<file path="src/rtl/sync_fifo_rd_ctrl_pkg.sv">
// Shared FIFO sizing macros and read-side controller types.
// The sizing macros are shared with the write-side controller, so they are
// guarded and defined before the package that uses them.
`ifndef SYNC_FIFO_DEFINES_VH
`define SYNC_FIFO_DEFINES_VH
`define FIFO_DEPTH 8
`define DATA_WIDTH 8
`define PTR_WIDTH ($clog2(`FIFO_DEPTH)+1)
`endif

package sync_fifo_rd_ctrl_pkg;

   // Output stage state; OS_FULL means the output register holds a valid word.
   typedef enum logic {
      OS_IDLE = 1'b0,
      OS_FULL = 1'b1
   } out_state_t;

   localparam int DEF_MEM_DEPTH  = `FIFO_DEPTH;
   localparam int DEF_DATA_WIDTH = `DATA_WIDTH;
   localparam int DEF_PTR_WIDTH  = `PTR_WIDTH;

endpackage

</file>
<file path="src/rtl/sync_fifo_out_stage.sv">
// Registered show-ahead output stage: data/valid register and fetch decision.
//
// Handshake: a word transfers on a rising edge where m_valid && m_ready.
// While m_valid && !m_ready, m_data and m_valid hold stable. m_valid never
// depends combinationally on m_ready.
module sync_fifo_out_stage
   import sync_fifo_rd_ctrl_pkg::*;
#(
   parameter int DATA_WIDTH = DEF_DATA_WIDTH
) (
   input  logic                  clk,
   input  logic                  reset,
   input  logic                  mem_empty,
   input  logic                  m_ready,
   input  logic                  flush,
   input  logic [DATA_WIDTH-1:0] rd_data,
   output logic                  fetch,
   output logic                  valid_nxt,
   output logic [DATA_WIDTH-1:0] m_data,
   output logic                  m_valid,
   output out_state_t            state_dbg
);

   out_state_t state_q;
   out_state_t state_d;

   // State register: the output-valid flag.
   always_ff @(posedge clk) begin
      if (reset) state_q <= OS_IDLE;
      else       state_q <= state_d;
   end

   // Next state: flush empties the stage; otherwise refill whenever storage has data.
   always_comb begin
      state_d = state_q;
      if (flush) begin
         state_d = OS_IDLE;
      end else begin
         case (state_q)
            OS_IDLE: if (!mem_empty)            state_d = OS_FULL;
            OS_FULL: if (m_ready && mem_empty)  state_d = OS_IDLE;
            default:                            state_d = OS_IDLE;
         endcase
      end
   end

   // Outputs: a fetch happens only when the register is free or being drained, never on flush.
   always_comb begin
      m_valid   = (state_q == OS_FULL);
      fetch     = !flush && !mem_empty && (!m_valid || m_ready);
      valid_nxt = (state_d == OS_FULL);
      state_dbg = state_q;
   end

   // Data register: loads only on a fetch, so it keeps its old value when drained.
   always_ff @(posedge clk) begin
      if (reset)      m_data <= '0;
      else if (fetch) m_data <= rd_data;
   end

endmodule

</file>
<file path="src/rtl/sync_fifo_rd_ctrl.sv">
// Read-side controller of the synchronous FIFO: read pointer, storage read
// address, occupancy level and the registered show-ahead output stage.
module sync_fifo_rd_ctrl
   import sync_fifo_rd_ctrl_pkg::*;
#(
   parameter int MEM_DEPTH  = DEF_MEM_DEPTH,
   parameter int DATA_WIDTH = DEF_DATA_WIDTH,
   parameter int ADDR_WIDTH = $clog2(MEM_DEPTH),
   parameter int PTR_WIDTH  = ADDR_WIDTH + 1
) (
   input  logic                  clk,
   input  logic                  reset,
   input  logic [PTR_WIDTH-1:0]  wr_ptr,
   output logic [PTR_WIDTH-1:0]  rd_ptr,
   output logic [ADDR_WIDTH-1:0] rd_addr,
   input  logic [DATA_WIDTH-1:0] rd_data,
   input  logic                  flush,
   output logic [DATA_WIDTH-1:0] m_data,
   output logic                  m_valid,
   input  logic                  m_ready,
   output logic                  empty,
   output logic [PTR_WIDTH:0]    level
);

   logic [PTR_WIDTH-1:0] rd_ptr_q;
   logic [PTR_WIDTH-1:0] rd_ptr_d;
   logic [PTR_WIDTH-1:0] mem_cnt_nxt;
   logic [PTR_WIDTH:0]   level_q;
   logic [PTR_WIDTH:0]   level_d;
   logic                 mem_empty;
   logic                 fetch;
   logic                 valid_nxt;
   out_state_t           os_state;

   sync_fifo_out_stage #(
      .DATA_WIDTH (DATA_WIDTH)
   ) u_out_stage (
      .clk       (clk),
      .reset     (reset),
      .mem_empty (mem_empty),
      .m_ready   (m_ready),
      .flush     (flush),
      .rd_data   (rd_data),
      .fetch     (fetch),
      .valid_nxt (valid_nxt),
      .m_data    (m_data),
      .m_valid   (m_valid),
      .state_dbg (os_state)
   );

   // Storage addressing and emptiness follow the current read pointer.
   always_comb begin
      rd_addr   = rd_ptr_q[ADDR_WIDTH-1:0];
      mem_empty = (rd_ptr_q == wr_ptr);
      rd_ptr    = rd_ptr_q;
      level     = level_q;
      empty     = (os_state == OS_IDLE);
   end

   // Next pointer and level: flush snaps to the write pointer, a fetch advances by one.
   always_comb begin
      rd_ptr_d = rd_ptr_q;
      if (flush)      rd_ptr_d = wr_ptr;
      else if (fetch) rd_ptr_d = rd_ptr_q + PTR_WIDTH'(1);
      mem_cnt_nxt = wr_ptr - rd_ptr_d;
      level_d     = {1'b0, mem_cnt_nxt} + {{PTR_WIDTH{1'b0}}, valid_nxt};
   end

   // Pointer and level registers.
   always_ff @(posedge clk) begin
      if (reset) begin
         rd_ptr_q <= '0;
         level_q  <= '0;
      end else begin
         rd_ptr_q <= rd_ptr_d;
         level_q  <= level_d;
      end
   end

endmodule

</file>
<file path="config.mk">
export PLATFORM = sky130hd
export DESIGN_NAME = sync_fifo_rd_ctrl
export DESIGN_NICKNAME = d
export VERILOG_FILES = /design/src/rtl/sync_fifo_rd_ctrl_pkg.sv /design/src/rtl/sync_fifo_out_stage.sv /design/src/rtl/sync_fifo_rd_ctrl.sv
export SDC_FILE = /design/constraint.sdc
export NUM_CORES = 1
export LEC_CHECK = 0
export ABC_CLOCK_PERIOD_IN_PS = 4600
export BUFFER_PORTS_ARGS = -buffer_cell sky130_fd_sc_hd__buf_2
export CAP_MARGIN = 5
export CORE_ASPECT_RATIO = 1.2
export CORE_MARGIN = 1
export CORE_UTILIZATION = 51
export CTS_CLUSTER_SIZE = 24
export DETAILED_ROUTE_END_ITERATION = 8
export MAX_ROUTING_LAYER = met4
export PLACE_DENSITY = 0.84
export REMOVE_ABC_BUFFERS = 1
export SLEW_MARGIN = 5
export SYNTH_ARGS = -nofsm -noshare
export SYNTH_HDL_FRONTEND = slang
export SYNTH_HIERARCHICAL = 1
export SYNTH_SLANG_ARGS = --single-unit
</file>
<file path="constraint.sdc">
create_clock -name clk -period 4.6 [get_ports clk]
set_input_delay 0.69 -clock clk [delete_from_list [all_inputs] [get_ports clk]]
set_output_delay 0.69 -clock clk [all_outputs]
set_load 0.05 [all_outputs]
</file>
==> qor.yml, run 1 <==
dieArea_mm2: 0.00214
grt_start_max_net_pins: 27
core-area_mm2: 0.00185
clkTransAtPathRegs_ns: 0.10
drt_first_pass_iters: 4
grt_use_total: 0.173
clkPwrFrac: 0.185
power_switching_mw: 0.156
synth_area_leaders: "dfxtp_1 36%, nand2b_1 10%, mux2i_1 9.0%"
clockRootBuffer: "clkbuf_4"
cp_slowest_cell: "nor3b_4"
rows: 17
final_nets: 159
gp_congestion: 0.789
grt_pass1_wl_um: 2770
clkSinkCount: 18
ir_worst_vdd_v: 0.000197
wire_per_inst_um: 10.9
worst_hold_path_type: "register to register"
antenna_left: 0
cts_hold_buf: 0
initial_core_util: 0.541
antenna-diode-count: 0
slew_headroom: 0.522
swShare: 0.382
avgSynthCellArea_um2: 9.81
period_share: 0.722
clock_skew_ns: 0.00774
wl_um: 1670
fmax_ghz: 0.301
die_width_um: 42.4
grt_pass1_vias: 689
die_height_um: 50.5
hold_viol_final: 0
top_level_ports: 38
crit_family: "simple AND/OR/NAND/NOR gates"
crit_start: "wr_ptr[3]"
insertion_delay_ns: 0.29
rsz0062_at_grt: "no"
place_inst: 150
p_comb_frac: 0.376
cts_tree: "yes"
slew_violations: 0
cp-end-kind: "register"
post-route-drc-count: 0
htreeDepth: 1
hpwl_um: 1300
path_depth: 12
cp_cell_sequence: "buf_2 -> xor2_1 -> nor4_1 -> nor3b_4 -> mux2i_1 -> nor2_1 -> a21oi_1 -> ha_1 -> a21o_1 -> a21oi_1 -> xor3_1 -> nor2_1"
clockBufferDepth: 2
drive_above_1_share: 0.313
cpPeakStageDelay_ns: 0.62
syn-cell-area_mm2: 0.00100
regToRegSetupSlack_ns: 1.37
yosysTopAreaCellShare: 0.360
setup_tns_ns: 0
power_density_mw_per_mm2: 347
rr_startpoint: "rd_ptr[3]$_SDFF_PP0_"
endpoint: "level[3]$_SDFF_PP0_"
status: "complete, no violations"
critPathRequiredTime_ns: 4.83
yosysWarnings: 6
routed_via_density: 4.99
yosysUniqueCellTypes: 24
yosys.area.top_type: "dfxtp_1"
synth-seq-area-share: 0.360
cts_resized: 0
postLayoutCellArea_mm2: 0.00118
drtIter0Drc: 7
tightest_slew_ns: 0.717
area_growth_pct: 17.5
port_buffers: 37
cp_max_fo: 12
cap_violations: 0
vias: 764
pwr-share-seq: 0.439
p_leak_nw: 0.600
fin_crit_ns: 3.32
detailed_place.area_mm2: 0.00115
p_int_mw: 0.253
yosys_register_bits: 18
fin_util: 0.636
cp.arrival_ns: 3.55
final_cells: 153
start_kind: "input pin"
finalSetupViolCount: 0
worstReg2RegEnd: "level[3]$_SDFF_PP0_"
ff2ff_path_depth: 11
path_class: "input pin to register"
cp_num_buf_inv: 1
gr-total-overflow: 0
syn_inst: 102
numCtsBuffers: 3
antenna_found_initial: 0
postCtsSetupBuffers: 0
## routing by layer
layer | global-route usage | routed length (um) | vias to the layer above
met1 | 0.204 | 763 | 333
met5 | - | 0 | -
met4 | 0.0781 | 38 | 0
met3 | 0.0252 | 94 | 5
met2 | 0.290 | 775 | 33
li1 | - | - | 393
## layout make-up
type / instances / area [um2]
inverters: 4 / 15.0
multi-input cells: 72 / 569
clock buffers: 3 / 22.5
flip-flops and latches: 18 / 360
well taps: 19 / 23.8
fillers: 167 / 674
repair buffers: 37 / 185
## power groups by stage
| stage | combinational [mW] | clock (mW) | sequential (mW) |
|---|---|---|---|
| final | 0.154 | 0.0757 | 0.179 |
| after global placement | 0.152 | 0 | 0.182 |
| after CTS | 0.155 | 0.0766 | 0.179 |
| after detailed placement | 0.155 | 0 | 0.183 |
| after global routing | 0.167 | 0.0825 | 0.181 |
| after floorplan | 0.0578 | 0 | 0.243 |
## synthesized netlist by cell type
library cell  instances
xor2_1                9
clkbuf_1              2
nor2b_1               4
and4b_1               1
xor3_1                1
nand2_1               2
a21oi_1               5
nand4_1               1
o21ai_0               1
mux2i_1               9
nand2b_1             16
a21o_1                1
dfxtp_1              18
xnor2_1               2
buf_6                 1
nor4_1                1
inv_1                 4
nand2b_4              1
buf_4                 5
nor3b_4               1
nand3_1               1
ha_1                  6
fa_1                  1
nor2_1                9
## how the worst min path moves through the flow
stage / from / cells past startpoint / to
global route: u_out_stage/m_data[5]$_SDFFE_PP0P_ / 2 / u_out_stage/m_data[5]$_SDFFE_PP0P_
CTS: u_out_stage/m_data[6]$_SDFFE_PP0P_ / 2 / u_out_stage/m_data[6]$_SDFFE_PP0P_
floorplan: u_out_stage/m_data[0]$_SDFFE_PP0P_ / 2 / u_out_stage/m_data[0]$_SDFFE_PP0P_
detailed placement: u_out_stage/m_data[6]$_SDFFE_PP0P_ / 2 / u_out_stage/m_data[6]$_SDFFE_PP0P_
global placement: u_out_stage/m_data[0]$_SDFFE_PP0P_ / 2 / u_out_stage/m_data[0]$_SDFFE_PP0P_
finish: u_out_stage/m_data[7]$_SDFFE_PP0P_ / 2 / u_out_stage/m_data[7]$_SDFFE_PP0P_
## cell usage in the layout (no fill, tap or decap), types with 4 or more instances in the layout
cell / instances
buf_2: 37
dfxtp_1: 18
nand2b_1: 16
xor2_1: 9
nor2_1: 9
mux2i_1: 9
ha_1: 6
a21oi_1: 5
inv_1: 4
nor2b_1: 4
## sequential cells by signal (all words and copies together) (netlist names)
register / flops
rd_ptr: 4
u_out_stage/m_valid: 1
u_out_stage/m_data: 8
level: 5
## cell families after synthesis
logic type      count (synthesis)  share of synthesized area
fa+ha+maj                       7                     0.0950
simple gates                   37                      0.226
compound gates                  7                     0.0375
buf+inv                        12                     0.0713
flops                          18                      0.360
xor+xnor                       12                      0.120
mux                             9                     0.0900
## tightest hold or removal path, delay by kind of cell (launching register included)
kind	cells	cell delay, ns
AND/OR/NAND/NOR	1	0.06
flip-flops	1	0.32
multiplexers	1	0.05
## through the flow
step	total power, mW	setup slack [ns]	hold WS [ns]
5_1_grt	0.431	1.05	0.515
6_report	0.409	1.28	0.477
3_5_place_dp	0.338	0.957	0.462
4_1_cts	0.411	1.26	0.478
3_3_place_gp	0.335	1.10	0.456
2_1_floorplan	0.300	1.04	0.692
Power figures use the tool's default switching activity.
==> run 2: changes to the inputs <==
--- a/config.mk
+++ b/config.mk
@@ -5,16 +5,16 @@
 export SDC_FILE = /design/constraint.sdc
 export NUM_CORES = 1
 export LEC_CHECK = 0
-export ABC_CLOCK_PERIOD_IN_PS = 4600
+export ABC_CLOCK_PERIOD_IN_PS = 3250
 export BUFFER_PORTS_ARGS = -buffer_cell sky130_fd_sc_hd__buf_2
 export CAP_MARGIN = 5
 export CORE_ASPECT_RATIO = 1.2
 export CORE_MARGIN = 1
-export CORE_UTILIZATION = 51
+export CORE_UTILIZATION = 47
 export CTS_CLUSTER_SIZE = 24
 export DETAILED_ROUTE_END_ITERATION = 8
 export MAX_ROUTING_LAYER = met4
-export PLACE_DENSITY = 0.84
+export PLACE_DENSITY = 0.78
 export REMOVE_ABC_BUFFERS = 1
 export SLEW_MARGIN = 5
 export SYNTH_ARGS = -nofsm -noshare
==> constraint.sdc (replaced) <==
create_clock -name clk -period 3.25 [get_ports clk]
set_input_delay 0.4875 -clock clk [delete_from_list [all_inputs] [get_ports clk]]
set_output_delay 0.4875 -clock clk [all_outputs]
set_load 0.05 [all_outputs]
==> run 2 against run 1 <==
Effect of this change:
- register-to-register slack worse by 1.0 ns
- hold slack got worse by 0.026 ns
- clock power rose by 37%
- power rose by 42%
- sequential share of layout area fell by 0.58 points
- sequential power increased by 42%
- routed wire length is 2.2% higher
- first-iteration DRC count rose by 71%
- setup slack worse by 0.93 ns
- critical path depth up 1
- clock skew fell by 0.0046 ns
- critical path type is now register to register
- largest power group unchanged
- highest routed layer unchanged
==> qor.yml, run 2 (same netlist as run 1, synthesis figures left out) <==
hold_viol_final: 0  # unchanged
drive_above_1_share: 0.328  # was 0.313
power_mw: 0.580  # was 0.409 mW
drtIter0Drc: 12  # was 7
p_comb_frac: 0.383  # was 0.376
rr_startpoint: "rd_ptr[3]$_SDFF_PP0_"  # unchanged
fin_crit_ns: 2.90
clkSinkCount: 18  # unchanged
antenna-diode-count: 0  # unchanged
cap_violations: 0  # unchanged
die_width_um: 44.1  # was 42.4 um
hpwl_um: 1320  # was 1300 um
top_level_ports: 38  # unchanged
finalSetupViolCount: 0  # unchanged
cp_max_fo: 10  # was 12
worst_hold_path_type: "input pin to register"  # was register to register
regMostFlops: "u_out_stage/m_data"  # unchanged
layout_commonest_cell: "buf_2"  # unchanged
fillers: 179  # was 167
die_height_um: 52.6  # was 50.5 um
start_kind: "register"  # was input pin
clkTransAtPathRegs_ns: 0.09  # was 0.10 ns
clockBufferDepth: 2  # unchanged
fin_util: 0.626  # was 0.636
routed_via_density: 4.95  # was 4.99
ir_worst_vdd_v: 0.000318  # was 0.000197 V
cp-end-kind: "register"  # unchanged
slew_violations: 0  # unchanged
cp.arrival_ns: 3.12  # was 3.55 ns
htreeDepth: 1  # unchanged
area_growth_pct: 19.8  # was 17.5%
gp_congestion: 0.795  # was 0.789
wl_met3_um: 105  # was 94 um
post-route-drc-count: 0  # unchanged
power_density_mw_per_mm2: 484  # was 347 mW/mm2
antenna_left: 0  # unchanged
pwr-share-seq: 0.437  # was 0.439
grt_pass1_vias: 766  # was 689
drt_first_pass_iters: 6  # was 4
cts_resized: 0  # unchanged
p_leak_nw: 0.615  # was 0.600 nW
clkPwrFrac: 0.180  # was 0.185
gr-total-overflow: 0  # unchanged
fmax_ghz: 0.345
clock_skew_ns: 0.00311  # was 0.00774 ns
p_int_mw: 0.361  # was 0.253 mW
met2_length_um: 805  # was 775 um
cts_hold_buf: 0  # unchanged
numCtsBuffers: 3  # unchanged
status: "complete, no violations"  # unchanged
dieArea_mm2: 0.00232  # was 0.00214 mm2
slew_headroom: 0.768  # was 0.522
vias: 772  # was 764
initial_core_util: 0.523  # was 0.541
tightest_slew_ns: 0.347  # was 0.717 ns
layout_common_cells: "37 x buf_2, 18 x dfxtp_1, 16 x nand2b_1"  # unchanged
postCtsSetupBuffers: 0  # unchanged
power_switching_mw: 0.220  # was 0.156 mW
crit_start: "rd_ptr[3]$_SDFF_PP0_"  # was wr_ptr[3]
antenna_found_initial: 0  # unchanged
grt_pass1_wl_um: 3000  # was 2770 um
rsz0062_at_grt: "no"  # unchanged
critPathRequiredTime_ns: 3.48  # was 4.83 ns
path_class: "register to register"  # was input pin to register
grt_use_total: 0.179  # was 0.173
cts_tree: "yes"  # unchanged
period_share: 0.892
rows: 17  # unchanged
wl_um: 1710  # was 1670 um
setup_slack_ns: 0.351  # was 1.28 ns
insertion_delay_ns: 0.28  # was 0.29 ns
grt_start_max_net_pins: 27  # unchanged
holdWs_ns: 0.451  # was 0.477 ns
clockRootBuffer: "clkbuf_4"  # unchanged
wire_per_inst_um: 11.0  # was 10.9 um
swShare: 0.378  # was 0.382
core-area_mm2: 0.00191  # was 0.00185 mm2
place_inst: 153  # was 150
port_buffers: 37  # unchanged
final_nets: 162  # was 159
largest_reg_flops: 8  # unchanged
top_layer: "met4"  # unchanged
place_ws_ns: 0.163  # was 0.957 ns
wl_met1_um: 788  # was 763 um
final_cells: 156  # was 153
min_from: "rd_data[5]"  # was u_out_stage/m_data[7]$_SDFFE_PP0P_
-- run 2: worst max-delay path, cell delays in order, from the launching register on --
cell,delay [ns]
dfxtp_1,0.39
xor2_1,0.26
nor4_1,0.09
buf_4,0.15
nor3b_4,0.23
buf_4,0.25
nand2_1,0.08
xor2_1,0.13
nor2_1,0.05
a21oi_1,0.16
ha_1,0.28
a21oi_1,0.23
xor3_1,0.46
nor2_1,0.08
-- run 2: worst paths after layout --
path | end | slack (ns) | cells after the start
max | level[3]$_SDFF_PP0_ | 0.35 | 13
min | u_out_stage/m_data[5]$_SDFFE_PP0P_ | 0.45 | 3
max reg2reg | level[3]$_SDFF_PP0_ | 0.35 | 13
min reg2reg | u_out_stage/m_data[3]$_SDFFE_PP0P_ | 0.48 | 2
-- run 2: cell type report --
| class | count | area [um2] | share of cell area |
|---|---|---|---|
| Sequential cell | 18 | 360 | 0.301 |
| Inverter | 4 | 15.0 | 0.0125 |
| Timing Repair Buffer | 40 | 208 | 0.173 |
| Tap cell | 19 | 23.8 | 0.0198 |
| Clock buffer | 3 | 22.5 | 0.0188 |
| Multi-Input combinational cell | 72 | 569 | 0.475 |
-- run 2: metal layers --
layer / global-route usage / vias up
li1: - / 397
met1: 0.200 / 343
met2: 0.294 / 30
met3: 0.0448 / 2
met4: 0.0909 / 0
met5: - / -
-- run 2: through the flow --
stage / instance area (um2) / setup TNS [ns]
2_1_floorplan: 945 / -0.816
3_3_place_gp: 1180 / 0
3_5_place_dp: 1180 / 0
4_1_cts: 1200 / 0
5_1_grt: 1200 / 0
6_report: 1200 / 0
-- run 2: power by group through the flow --
stage	clock network (mW)	registers, mW	logic (mW)
after global placement	0	0.258	0.221
final	0.104	0.254	0.222
after CTS	0.109	0.254	0.225
after detailed placement	0	0.259	0.224
after floorplan	0	0.343	0.0818
after global routing	0.115	0.256	0.243
